==> config.mk <==
export PLATFORM = sky130hd
export DESIGN_NAME = slice_cascade_comparator
export DESIGN_NICKNAME = d
export VERILOG_FILES = /design/src/rtl/slice_cascade_comparator.sv
export SDC_FILE = /design/constraint.sdc
export NUM_CORES = 1
export LEC_CHECK = 0
export ABC_AREA = 0
export CORE_AREA = 3 3 40 42
export CTS_CLUSTER_SIZE = 24
export DETAILED_ROUTE_END_ITERATION = 10
export DIE_AREA = 0 0 43 45
export DONT_BUFFER_PORTS = 1
export PLACE_DENSITY = 0.66
export SYNTH_ARGS = -nofsm -noshare
export SYNTH_HDL_FRONTEND = slang
export SYNTH_SLANG_ARGS = --single-unit
==> constraint.sdc <==
create_clock -name clk -period 4.42 [get_ports clk]
set_clock_uncertainty 0.05 [all_clocks]
set_input_delay 0.663 -clock clk [delete_from_list [all_inputs] [get_ports clk]]
set_output_delay 0.663 -clock clk [all_outputs]
set_load 0.02 [all_outputs]
==> src/rtl/slice_cascade_comparator.sv <==
// Serial magnitude comparator: folds per-slice g/e/l results, MSB slice first,
// into a word-level relation with early exit and illegal-encoding detection.
module slice_cascade_comparator #(
    parameter int SLICES = 4,
    parameter int IW     = 4
) (
    input  logic          clk,
    input  logic          rst_n,
    input  logic          start,
    input  logic          slice_valid,
    input  logic          slice_g,
    input  logic          slice_e,
    input  logic          slice_l,
    output logic          slice_ready,
    output logic [IW-1:0] slice_idx,
    output logic          busy,
    output logic          done,
    output logic          gt,
    output logic          eq,
    output logic          lt,
    output logic          err
);

    typedef enum logic [1:0] {IDLE, RUN, DONE} state_t;

    localparam logic [IW-1:0] IDX_TOP = IW'(SLICES - 1);

    state_t        state_reg, state_next;
    logic [IW-1:0] idx_reg, idx_next;
    logic          gt_reg, gt_next;
    logic          eq_reg, eq_next;
    logic          lt_reg, lt_next;
    logic          err_reg, err_next;
    logic          done_reg, done_next;
    logic          busy_reg, busy_next;
    logic          ready_reg, ready_next;

    logic accept;
    logic legal;

    assign accept = slice_valid & ready_reg;
    // Exactly one of the three flags set.
    assign legal  = (slice_g ^ slice_e ^ slice_l) & ~(slice_g & slice_e & slice_l);

    always_comb begin
        state_next = state_reg;
        idx_next   = idx_reg;
        gt_next    = gt_reg;
        eq_next    = eq_reg;
        lt_next    = lt_reg;
        err_next   = err_reg;
        done_next  = 1'b0;

        case (state_reg)
            IDLE, DONE: begin
                if (start) begin
                    state_next = RUN;
                    idx_next   = IDX_TOP;
                    gt_next    = 1'b0;
                    eq_next    = 1'b0;
                    lt_next    = 1'b0;
                    err_next   = 1'b0;
                end
            end
            RUN: begin
                if (accept) begin
                    if (!legal) begin
                        err_next   = 1'b1;
                        gt_next    = 1'b0;
                        eq_next    = 1'b0;
                        lt_next    = 1'b0;
                        state_next = DONE;
                        done_next  = 1'b1;
                    end else if (slice_g) begin
                        gt_next    = 1'b1;
                        state_next = DONE;
                        done_next  = 1'b1;
                    end else if (slice_l) begin
                        lt_next    = 1'b1;
                        state_next = DONE;
                        done_next  = 1'b1;
                    end else if (idx_reg == '0) begin
                        eq_next    = 1'b1;
                        state_next = DONE;
                        done_next  = 1'b1;
                    end else begin
                        idx_next = idx_reg - 1'b1;
                    end
                end
            end
            default: begin
                state_next = IDLE;
            end
        endcase

        // Handshake/status flops track the state being entered so they line up with it.
        busy_next  = (state_next == RUN);
        ready_next = (state_next == RUN);
    end

    always_ff @(posedge clk or negedge rst_n) begin
        if (!rst_n) begin
            state_reg <= IDLE;
            idx_reg   <= IDX_TOP;
            gt_reg    <= 1'b0;
            eq_reg    <= 1'b0;
            lt_reg    <= 1'b0;
            err_reg   <= 1'b0;
            done_reg  <= 1'b0;
            busy_reg  <= 1'b0;
            ready_reg <= 1'b0;
        end else begin
            state_reg <= state_next;
            idx_reg   <= idx_next;
            gt_reg    <= gt_next;
            eq_reg    <= eq_next;
            lt_reg    <= lt_next;
            err_reg   <= err_next;
            done_reg  <= done_next;
            busy_reg  <= busy_next;
            ready_reg <= ready_next;
        end
    end

    assign slice_ready = ready_reg;
    assign slice_idx   = idx_reg;
    assign busy        = busy_reg;
    assign done        = done_reg;
    assign gt          = gt_reg;
    assign eq          = eq_reg;
    assign lt          = lt_reg;
    assign err         = err_reg;

endmodule

==> results.txt, run 1 <==
The tightest min-delay check is of the in2async type. The clock net sink count came out at 12. The complex-gate fraction of the synthesized area is 0.202.

Walking the worst path, the cells encountered are inv_1 -> ha_1 -> nor3b_4 -> o31ai_4 -> a31oi_1 -> a41o_1. The area of the multi-input gates is 342 um^2. Setup repair after global routing left no endpoint under its margin. The count of buffers added on input and output ports is 0. For this configuration, the core starts out at a cell density of 0.525. The largest fanout on the critical path came out at 6.

The relative slew slack is 0.726. Yosys mapped the design onto 33 distinct sky130hd cell types. The number of global-route vias before repair is 487. By startpoint and endpoint, the worst setup path is classified as reg2reg. The worst setup path is captured at a flip-flop. For the worst-skew pair, the clock arrives at the later sink with an insertion delay of 270 ps.

The final setup violation count came out at 0. After detailed routing, the average wire length per cell comes to 15.5 um. The worst register-to-register path begins at slice_idx[0].

During I/O placement, the number of pins put on the boundary was 18. Grouping stages by cell kind, the critical path spends the most delay in compound AO/OA/AOI/OAI gates. The flow ran to the end, and the final reports show no timing, DRC or antenna violations. The floorplan die area is 1940 um^2. The slew at the pin closest to its max-slew limit came out at 411 ps. The filler cells instantiated in the layout total 112. The gate count of the mapped netlist is 61. The number of rows created at floorplan came out at 13. In the layout the commonest cells are sky130_fd_sc_hd__dfrtp_1 (10), sky130_fd_sc_hd__nor2_1 (5), sky130_fd_sc_hd__nand2_1 (4).

The kind of start point of the critical path is a flip-flop. The tool flagged a number of max-cap violations equal to 0. The diode insertion count for antenna repair came out at 0. The first-pass GRT wire length is 2110 um. The combined buffer and inverter count along the critical path came out at 1. The mapped netlist covers 674 um^2. By area, the combinational part of the netlist is dominated by simple AND/OR/NAND/NOR gates. The hold violation total from the final report came out at 0. The die is 45 um tall.

Once detailed placement completed, the half-perimeter wirelength came to 949 um. The setup TNS after final layout is 0 ps. The floorplan core area is 1280 um^2. The most common cell after layout, fill and taps aside is sky130_fd_sc_hd__dfrtp_1. The worst endpoint required time is 4540 ps. The number of nets in the synthesized netlist came out at 71. The highest cell delay on the worst timing path came out at 610 ps.

The worst-case setup margin in the final layout came out at 2490 ps. The overall routing resource usage came out at 0.155. During synthesis, Yosys emitted a total of 0 warnings. The portion of netlist area occupied by mux cells came out at 0.

The CTS tree is built. At the worst endpoint, the arrival time is 2050 ps. The fraction of the mapped netlist area in simple logic gates is 0.249. The largest net degree at the start of global routing came out at 13.

The number of antenna violations at the first check in global routing is 0. The worst-case register-to-register setup slack is 2490 ps. For this block, the via count after detailed routing is 471. Among all stages on the critical path, the largest delay is contributed by sky130_fd_sc_hd__dfstp_2.

The weighted congestion at the end of routability-driven global placement came out at 0.755. The number of search-and-repair iterations in the first detailed-routing pass came out at 4. In this run, CTS created clock tree buffers numbering 3. The clock passes through at most 2 buffers. Derived from the worst setup path, the maximum achievable clock frequency is 519 MHz. The ratio of cells with drive above 1 in the final layout is 0.234. The post-layout minimum cycle time is 1930 ps.

The sequential fraction of the synthesis area came out at 0.449. Of the total synthesized cell area, the portion taken by full adders, half adders and majority gates is 0.0557. The number of gates resized after cts is 0. The initial DRC count came out at 9. Timing analysis after detailed placement gives a worst setup slack of 2500 ps.

Dividing total power by cell area gives a power density of 608 nW/um^2. A synthesized cell averages 11.1 um^2. The static leakage came out at 0.359 nW. The via density per instance is 5.96. The layout-stage area growth over the synthesis result is 6.86%. The sum of routed wire length over all layers came out at 1230 um. After clock tree synthesis, the clock-pin slew on the worst setup and hold paths is 80 ps.

The total setup buffers inserted after CTS is 0. The CTS root buffer is sky130_fd_sc_hd__clkbuf_4. The maximum vdd drop is 0.324 mV. The path depth of the worst reg2reg path came out at 6. The die is 43 um wide. The area taken by flip-flops and latches came out at 303 um^2. The global-route congestion overflow total is 0. In the routed design, unresolved DRC markers number 0. The register with the most flip-flops in the layout has 4 of them.

The count of hold-fix buffers inserted at cts is 0. Of the total synthesized cell area, the portion taken by XOR and XNOR cells is 0. The net count of the finished layout is 75. The endpoint identified for the worst register-to-register timing path is slice_idx[3].

The flip-flop and latch count after synthesis came out at 12. In this run the number of H-tree levels came out at 1. The number of max-slew violations in the final report is 0.

The count of nets left with antenna violations after detail routing is 0. The final cycle utilization of the critical path is 0.436.
## routing by layer
layer,global-route usage,part of all wire
met1,0.186,0.43
met2,0.222,0.46
met3,0.0797,0.10
met4,0.0904,0.016
met5,0,0
## worst register-to-register path, stage by stage (launching register included)
cell                      delay, ps
sky130_fd_sc_hd__dfstp_2        610
sky130_fd_sc_hd__inv_1          110
sky130_fd_sc_hd__ha_1           200
sky130_fd_sc_hd__nor3b_4        160
sky130_fd_sc_hd__o31ai_4        340
sky130_fd_sc_hd__a31oi_1        130
sky130_fd_sc_hd__a41o_1         220
## cells in the mapped netlist
| master | n | area, um^2 |
|---|---|---|
| sky130_fd_sc_hd__inv_1 | 3 | 11.3 |
| sky130_fd_sc_hd__o21ai_1 | 2 | 10.0 |
| sky130_fd_sc_hd__nand2_1 | 4 | 15.0 |
| sky130_fd_sc_hd__a21oi_2 | 1 | 8.76 |
| sky130_fd_sc_hd__and2b_1 | 1 | 7.51 |
| sky130_fd_sc_hd__a41oi_1 | 1 | 8.76 |
| sky130_fd_sc_hd__a41o_1 | 1 | 10.0 |
| sky130_fd_sc_hd__dfrtp_1 | 10 | 250 |
| sky130_fd_sc_hd__a31o_1 | 1 | 8.76 |
| sky130_fd_sc_hd__o21a_1 | 3 | 22.5 |
| sky130_fd_sc_hd__nand2_2 | 1 | 6.26 |
| sky130_fd_sc_hd__nand2b_4 | 1 | 13.8 |
| sky130_fd_sc_hd__ha_1 | 3 | 37.5 |
| sky130_fd_sc_hd__a31oi_1 | 2 | 12.5 |
| sky130_fd_sc_hd__nor2_1 | 5 | 18.8 |
| sky130_fd_sc_hd__nand4b_1 | 1 | 8.76 |
| sky130_fd_sc_hd__a21oi_1 | 2 | 10.0 |
| sky130_fd_sc_hd__nand2b_2 | 1 | 8.76 |
| sky130_fd_sc_hd__dfstp_2 | 2 | 52.6 |
| sky130_fd_sc_hd__o31ai_4 | 1 | 21.3 |
| sky130_fd_sc_hd__nand2b_1 | 2 | 12.5 |
| sky130_fd_sc_hd__and3b_1 | 1 | 8.76 |
| sky130_fd_sc_hd__and2_1 | 1 | 6.26 |
| sky130_fd_sc_hd__and2b_2 | 1 | 8.76 |
| sky130_fd_sc_hd__buf_4 | 1 | 7.51 |
| sky130_fd_sc_hd__nor3_1 | 1 | 5.00 |
| sky130_fd_sc_hd__a31o_2 | 1 | 8.76 |
| sky130_fd_sc_hd__buf_6 | 1 | 11.3 |
| sky130_fd_sc_hd__nor3_2 | 1 | 10.0 |
| sky130_fd_sc_hd__a21o_1 | 2 | 15.0 |
| sky130_fd_sc_hd__nor3b_4 | 1 | 18.8 |
| sky130_fd_sc_hd__nand4_1 | 1 | 6.26 |
| sky130_fd_sc_hd__and4bb_1 | 1 | 12.5 |
## worst max path at each step
| stage | cells past startpoint | start | slack [ps] | endpoint |
|---|---|---|---|---|
| floorplan | 6 | slice_idx[0] | 2630 | slice_idx[3] |
| global placement | 6 | slice_idx[0] | 2530 | slice_idx[3] |
| detailed placement | 6 | slice_idx[0] | 2500 | slice_idx[3] |
| CTS | 6 | slice_idx[0] | 2490 | slice_idx[3] |
| global route | 6 | slice_idx[0] | 2400 | slice_idx[3] |
| finish | 6 | slice_idx[0] | 2490 | slice_idx[3] |
## metrics by stage
| stage | power, mW | hold WS (ps) | util | cell area [um^2] | cells |
|---|---|---|---|---|---|
| after floorplan | 0.337 | 317 | - | 674 | 61 |
| after global placement | 0.348 | 318 | 0.525 | 674 | 74 |
| after detailed placement | 0.351 | 318 | 0.525 | 674 | 74 |
| after CTS | 0.441 | 15.8 | 0.553 | 711 | 78 |
| after global routing | 0.473 | 1.77 | 0.561 | 721 | 79 |
| final | 0.438 | 23.5 | 0.561 | 721 | 79 |
## area by class of cell
cell class / instances / share of cell area
Multi-Input combinational cell: 44 / 0.474
Sequential cell: 12 / 0.420
Clock buffer: 4 / 0.0503
Tap cell: 15 / 0.0260
Inverter: 3 / 0.0156
Timing Repair Buffer: 1 / 0.0139
## cells by family after synthesis
kind of cell               after synthesis
and+or+nand+nor                         24
buffers and inverters                    5
DFF                                     12
AOI/OAI and AO/OA                       17
adders and majority gates                3
## where the power goes
part	switching, mW	leakage, nW	internal (mW)
clock network	0.0383	0.0210	0.0501
registers	0.0672	0.152	0.148
logic	0.0782	0.186	0.0567
total	0.184	0.359	0.254
(Power assumes the default switching activity.)
==> inputs of run 2 (changes only) <==
clock period = 1.94 ns   (was 4.42 ns; I/O delays follow)
==> results.txt, run 2 (synthesis results as in run 1) <==
The slowest stage of the critical path belongs to the cell sky130_fd_sc_hd__dfstp_2. The number of global-route vias before repair came to 511 (+4.9%). The flow ran to the end, and the final reports show no timing, DRC or antenna violations.

The maximum level of the CTS H-tree came to 1 (unchanged). The ratio of cells with drive above 1 in the final layout is 0.258 (+0.0232). The setup TNS after final layout came to 0 ps (unchanged). The count of nets left with antenna violations after detail routing is 0 (unchanged).

The cell total after placement came out at 77 (+4.1%). The top-level I/O count came out at 18 (unchanged). The net count of the finished layout is 78 (+4.0%). The layout-stage area growth over the synthesis result came out at 8.16%. The max-cap violation count came out at 0 (unchanged). The number of standard cells in the layout, taps in and fillers out is 81 (+2.5%). The number of remaining DRC errors came out at 0 (unchanged). By startpoint and endpoint, the worst setup path is classified as reg2reg. The number of buffers inserted by port buffering came out at 0 (unchanged). The routed wirelength normalized by instance count is 16.3 um (+5.0%). The critical path arrival came out at 1920 ps (-130 ps). The global-route congestion overflow total came out at 0 (unchanged). The largest net degree at the start of global routing is 13 (unchanged).

The slew at the pin closest to its max-slew limit is 571 ps (+160 ps). The CTS tree is built. The worst endpoint required time came out at 2050 ps (-2490 ps). The via density per instance is 5.86 (-1.6%). The final cycle utilization of the critical path is 0.932 (+0.496). The number of antenna violations at the first check in global routing came out at 0 (unchanged). The top achievable clock speed came out at 553 MHz (+6.7%). The number of search-and-repair iterations in the first detailed-routing pass is 1 (-3).

The floorplan die width is 43 um (unchanged). The path class of the tightest hold or removal check is in2reg. The flip-flop count of the largest register after layout is 4 (unchanged). The height of the chip came out at 45 um (unchanged). The hold violation total from the final report is 0 (unchanged). The relative slew slack is 0.618 (-0.108). The signal on the critical path passes through inv_1 -> ha_1 -> nor3b_4 -> o31ai_4 -> a31oi_1 -> a41o_1.

The floorplan core area came out at 1280 um^2 (unchanged). The number of buffers created by CTS came out at 3 (unchanged). The CTS root buffer is sky130_fd_sc_hd__clkbuf_4.

Leaving out fill and tap cells, the most frequent cell in the layout is sky130_fd_sc_hd__dfrtp_1. The clock net sink count came out at 12 (unchanged). STA classifies the critical path startpoint as a flip-flop. The weighted congestion at the end of routability-driven global placement came out at 0.739 (-2.0%).

The largest fanout on the critical path came out at 6 (unchanged). In the layout the commonest cells are sky130_fd_sc_hd__dfrtp_1 (10), sky130_fd_sc_hd__nor2_1 (5), sky130_fd_sc_hd__nand2_1 (4). The power per cell area came to 1350 nW/um^2 (+120%). The highest cell delay on the worst timing path is 530 ps (-80 ps). The diode insertion count for antenna repair came out at 0 (unchanged). The sum of routed wire length over all layers came out at 1320 um (+7.7%). Setup repair after global routing left no endpoint under its margin. The post-layout minimum cycle time came out at 1810 ps (-120 ps). The sort of element at the end of the critical path is a flip-flop. The number of gates resized after cts came out at 0 (unchanged). The number of max-slew violations in the final report was 0 (unchanged). The final setup violation count is 0 (unchanged). The overall routing resource usage is 0.165 (+0.0107). The initial DRC count was 0 (-9). The HPWL after detailed placement came out at 1020 um (+7.7%). The effective utilization at floorplan is 0.525 (unchanged).

The fill cell instance count of the final layout was 127 (+13%). The number of buffers between clock root and the deepest sink came out at 2 (unchanged). The register clock-pin slew on the reported worst setup and hold paths is 70 ps (about the same). The total number of vias is 475 (+0.85%). The clock insertion delay at the later pin of the skew report is 270 ps (about the same). The number of rows created at floorplan came to 13 (unchanged).

The static leakage is 0.365 nW (+1.7%). The first-pass GRT wire length is 2320 um (+9.8%). The maximum vdd drop came out at 0.746 mV (+130%). The floorplan die area came to 1940 um^2 (unchanged).
==> run 2: worst max-delay path: cells and delay by family (launching register included) <==
kind,cells,cell delay (ps)
and+or+nand+nor,1,170
DFF,1,530
adders and majority gates,1,200
AOI/OAI and AO/OA,3,680
buffers and inverters,1,70
==> run 2: layout make-up <==
| cell class | instances | area, um^2 | share of cell area |
|---|---|---|---|
| Sequential cell | 12 | 303 | 0.415 |
| Clock buffer | 3 | 22.5 | 0.0309 |
| Inverter | 3 | 11.3 | 0.0154 |
| Timing Repair Buffer | 4 | 32.5 | 0.0446 |
| Multi-Input combinational cell | 44 | 342 | 0.468 |
| Tap cell | 15 | 18.8 | 0.0257 |
==> run 2: metal layers <==
layer	vias to the layer above	wire, um	track usage
li1	233	-	-
met1	223	592	0.203
met2	15	583	0.240
met3	4	116	0.0677
met4	0	26	0.108
met5	-	0	0
==> run 2: timing repair <==
item / in CTS / in global routing
endpoints found under the hold margin: 12 / 0
buffers inserted: 0 / 0
hold buffers: 1 / 0
==> run 2: where the power goes <==
part	internal (mW)	total [mW]	switching, mW
clock network	0.0718	0.150	0.0778
logic	0.156	0.401	0.245
registers	0.335	0.435	0.100
==> run 2: worst paths after layout <==
check / end / cells past startpoint / startpoint / slack, ps
max in group asynchronous: slice_idx[0] / 1 / rst_n / 1060
min in group asynchronous: slice_idx[2] / 1 / rst_n / 400
min: state_reg[0] / 2 / start / 150
min reg2reg: state_reg[1] / 1 / state_reg[1] / 470
max: slice_idx[3] / 6 / slice_idx[0] / 130
max reg2reg: slice_idx[3] / 6 / slice_idx[0] / 130
==> run 2: stage by stage <==
step | area, um^2 | utilization | total power [mW] | setup WS [ps] | hold slack (ps)
floorplan | 674 | - | 0.768 | 145 | -54.6
global placement | 697 | 0.542 | 0.828 | 190 | -54.3
detailed placement | 697 | 0.542 | 0.834 | 140 | -54.2
CTS | 729 | 0.568 | 0.993 | 129 | 143
global route | 729 | 0.568 | 1.07 | 43.0 | 160
finish | 729 | 0.568 | 0.986 | 132 | 146
==> inputs of run 3 (changes only) <==
GPL_TIMING_DRIVEN = 0   (was unset)
==> results.txt, run 3 (synthesis results as in run 1) <==
The flow ran to the end, and the final reports show no timing, DRC or antenna violations. The beginning of the worst hold path is start. The count of cell instances traversed by the critical path came out at 6 (unchanged). The met3 wire length is 99 um (-15%). The relative slew slack was 0.640 (+0.0222). The number of global-route vias before repair was 500 (-2.2%). The height of the chip came out at 45 um (unchanged). Setup repair after global routing left no endpoint under its margin. The design area is 753 um^2 (+3.3%).

The power per cell area is 1390 nW/um^2 (+2.8%). The post-layout minimum cycle time came out at 1860 ps (+54.5 ps). The critical path arrival came to 1980 ps (+60 ps). The routed length on met1 is 534 um (-9.8%).

The kind of critical path is reg2reg. The top-level I/O count is 18 (unchanged). The flip-flop count of the largest register after layout is 4 (unchanged). The highest cell delay on the worst timing path came out at 610 ps (+80 ps). The HPWL after detailed placement came to 911 um (-11%). The overall routing resource usage came to 0.143 (-0.0225).

The number of remaining DRC errors came to 0 (unchanged). The worst setup path is captured at a flip-flop. The destination of the critical timing path is slice_idx[3]. The number of standard cells in the layout, taps in and fillers out is 82 (+1.2%). The kind of cell adding the most delay to the critical path is compound AO/OA/AOI/OAI gates. The number of buffers created by CTS was 3 (unchanged).

The final cycle utilization of the critical path came out at 0.960 (+0.0281). The floorplan die width came to 43 um (unchanged). The number of buffers between clock root and the deepest sink came out at 2 (unchanged). The kind of path behind the tightest hold check is in2reg. The floorplan die area came out at 1940 um^2 (unchanged). The placed standard-cell area is 693 um^2 (-0.54%). The maximum vdd drop was 0.830 mV (+11%).

In this run the critical register-to-register path is launched from slice_idx[0]. The largest net degree at the start of global routing was 13 (unchanged). The maximum level of the CTS H-tree came out at 1 (unchanged).

The slew at the pin closest to its max-slew limit is 538 ps (-33.3 ps). The worst endpoint required time is 2050 ps (about the same). The routed wirelength normalized by instance count came out at 14.4 um (-11%).

Routed signal wires occupy layers up through met4. The static leakage came out at 0.373 nW (+2.1%). The largest fanout on the critical path is 5 (-1). The sum of routed wire length over all layers is 1180 um (-10%). The setup TNS after final layout is 0 ps (unchanged). The critical path goes through inv_1 -> ha_1 -> nor3b_4 -> o31ai_4 -> a31oi_1 -> a41o_1. The effective utilization at floorplan came out at 0.525 (unchanged). The number of rows created at floorplan came out at 13 (unchanged). The max-cap violation count came out at 0 (unchanged). The top achievable clock speed was 537 MHz (-2.9%). The via density per instance came out at 5.76 (-1.8%).

The destination of the worst register-to-register timing path is slice_idx[3]. The overall power is 1.05 mW (+6.2%). The clock net sink count came to 12 (unchanged). The ratio of cells with drive above 1 in the final layout is 0.269 (+0.0111).

The number of max-slew violations in the final report is 0 (unchanged). Tracing the worst setup path back leads to its startpoint at slice_idx[0]. The global-route congestion overflow total came out at 0 (unchanged).

The count of nets left with antenna violations after detail routing is 0 (unchanged). The cell total after placement came to 76 (-1.3%). The slowest stage of the critical path is the sky130_fd_sc_hd__dfstp_2 cell. The net count of the finished layout is 78 (unchanged). The path depth of the worst reg2reg path is 6 (unchanged). The first-pass GRT wire length came out at 2060 um (-11%). The clock insertion delay at the later pin of the skew report came out at 270 ps (about the same). Leaving out fill and tap cells, the most frequent cell in the layout is sky130_fd_sc_hd__dfrtp_1. The initial DRC count is 5 (+5).

The CTS tree is built. The worst-case register-to-register setup slack is 80 ps (-50 ps). The hold violation total from the final report came out at 0 (unchanged). The final setup violation count is 0 (unchanged). The weighted congestion at the end of routability-driven global placement is 0.710 (-4.0%). The register clock-pin slew on the reported worst setup and hold paths is 80 ps (about the same). STA classifies the critical path startpoint as a flip-flop. The library cells used most frequently in the layout, excluding fill and tap cells, are sky130_fd_sc_hd__dfrtp_1 (10), sky130_fd_sc_hd__nor2_1 (5), sky130_fd_sc_hd__nand2_1 (4). The number of antenna violations at the first check in global routing is 0 (unchanged).

The diode insertion count for antenna repair came out at 0 (unchanged). The number of buffers inserted by port buffering came to 0 (unchanged). From synthesis to final layout, the design area changed by 11.7%. The number of search-and-repair iterations in the first detailed-routing pass came out at 4 (+3). The worst hold slack across all endpoints is 147 ps (+0.159 ps).

The combined buffer and inverter count along the critical path was 1 (unchanged). The cell sitting at the root of the clock tree is a sky130_fd_sc_hd__clkbuf_4. The total number of vias was 472 (-0.63%). The total met2 wirelength after detailed routing came out at 540 um (-7.4%).

The floorplan core area came to 1280 um^2 (unchanged).
## run 3: through the flow
step / utilization / worst slack [ps]
2_1_floorplan: - / 145
6_report: 0.586 / 77.4
4_1_cts: 0.575 / 26.9
3_5_place_dp: 0.539 / 45.1
3_3_place_gp: 0.539 / 49.0
5_1_grt: 0.586 / 3.58
## run 3: area by class of cell
cell class | instances | area, um^2
Sequential cell | 12 | 303
Buffer | 2 | 18.8
Fill cell | 124 | 532
Timing Repair Buffer | 2 | 17.5
Multi-Input combinational cell | 44 | 348
Clock buffer | 4 | 36.3
Tap cell | 15 | 18.8
Inverter | 3 | 11.3
## run 3: where the power goes
part	total (mW)	switching (mW)	internal [mW]
sequential	0.476	0.139	0.337
combinational	0.377	0.204	0.174
clock	0.194	0.0803	0.114
total	1.05	0.423	0.624
## run 3: routing by layer
metal	global-route usage	vias up
li1	-	232
met1	0.188	220
met2	0.213	18
met3	0.0438	2
met4	0.0723	0
met5	0	-
## run 3: worst min path at each step
stage                    to  slack (ps)  depth (start not counted)
2_1_floorplan          done         -50                          0
5_1_grt         slice_ready         170                          2
4_1_cts        state_reg[0]         140                          2
6_report       state_reg[0]         150                          2
3_5_place_dp   slice_idx[2]         -50                          0
3_3_place_gp   slice_idx[2]         -50                          0
## run 3: what timing repair did
item	in CTS	in global routing
hold buffers	1	0
gates resized for setup	0	1
endpoints found under the hold margin	12	0
setup endpoints to repair	0	3
buffers inserted	0	1
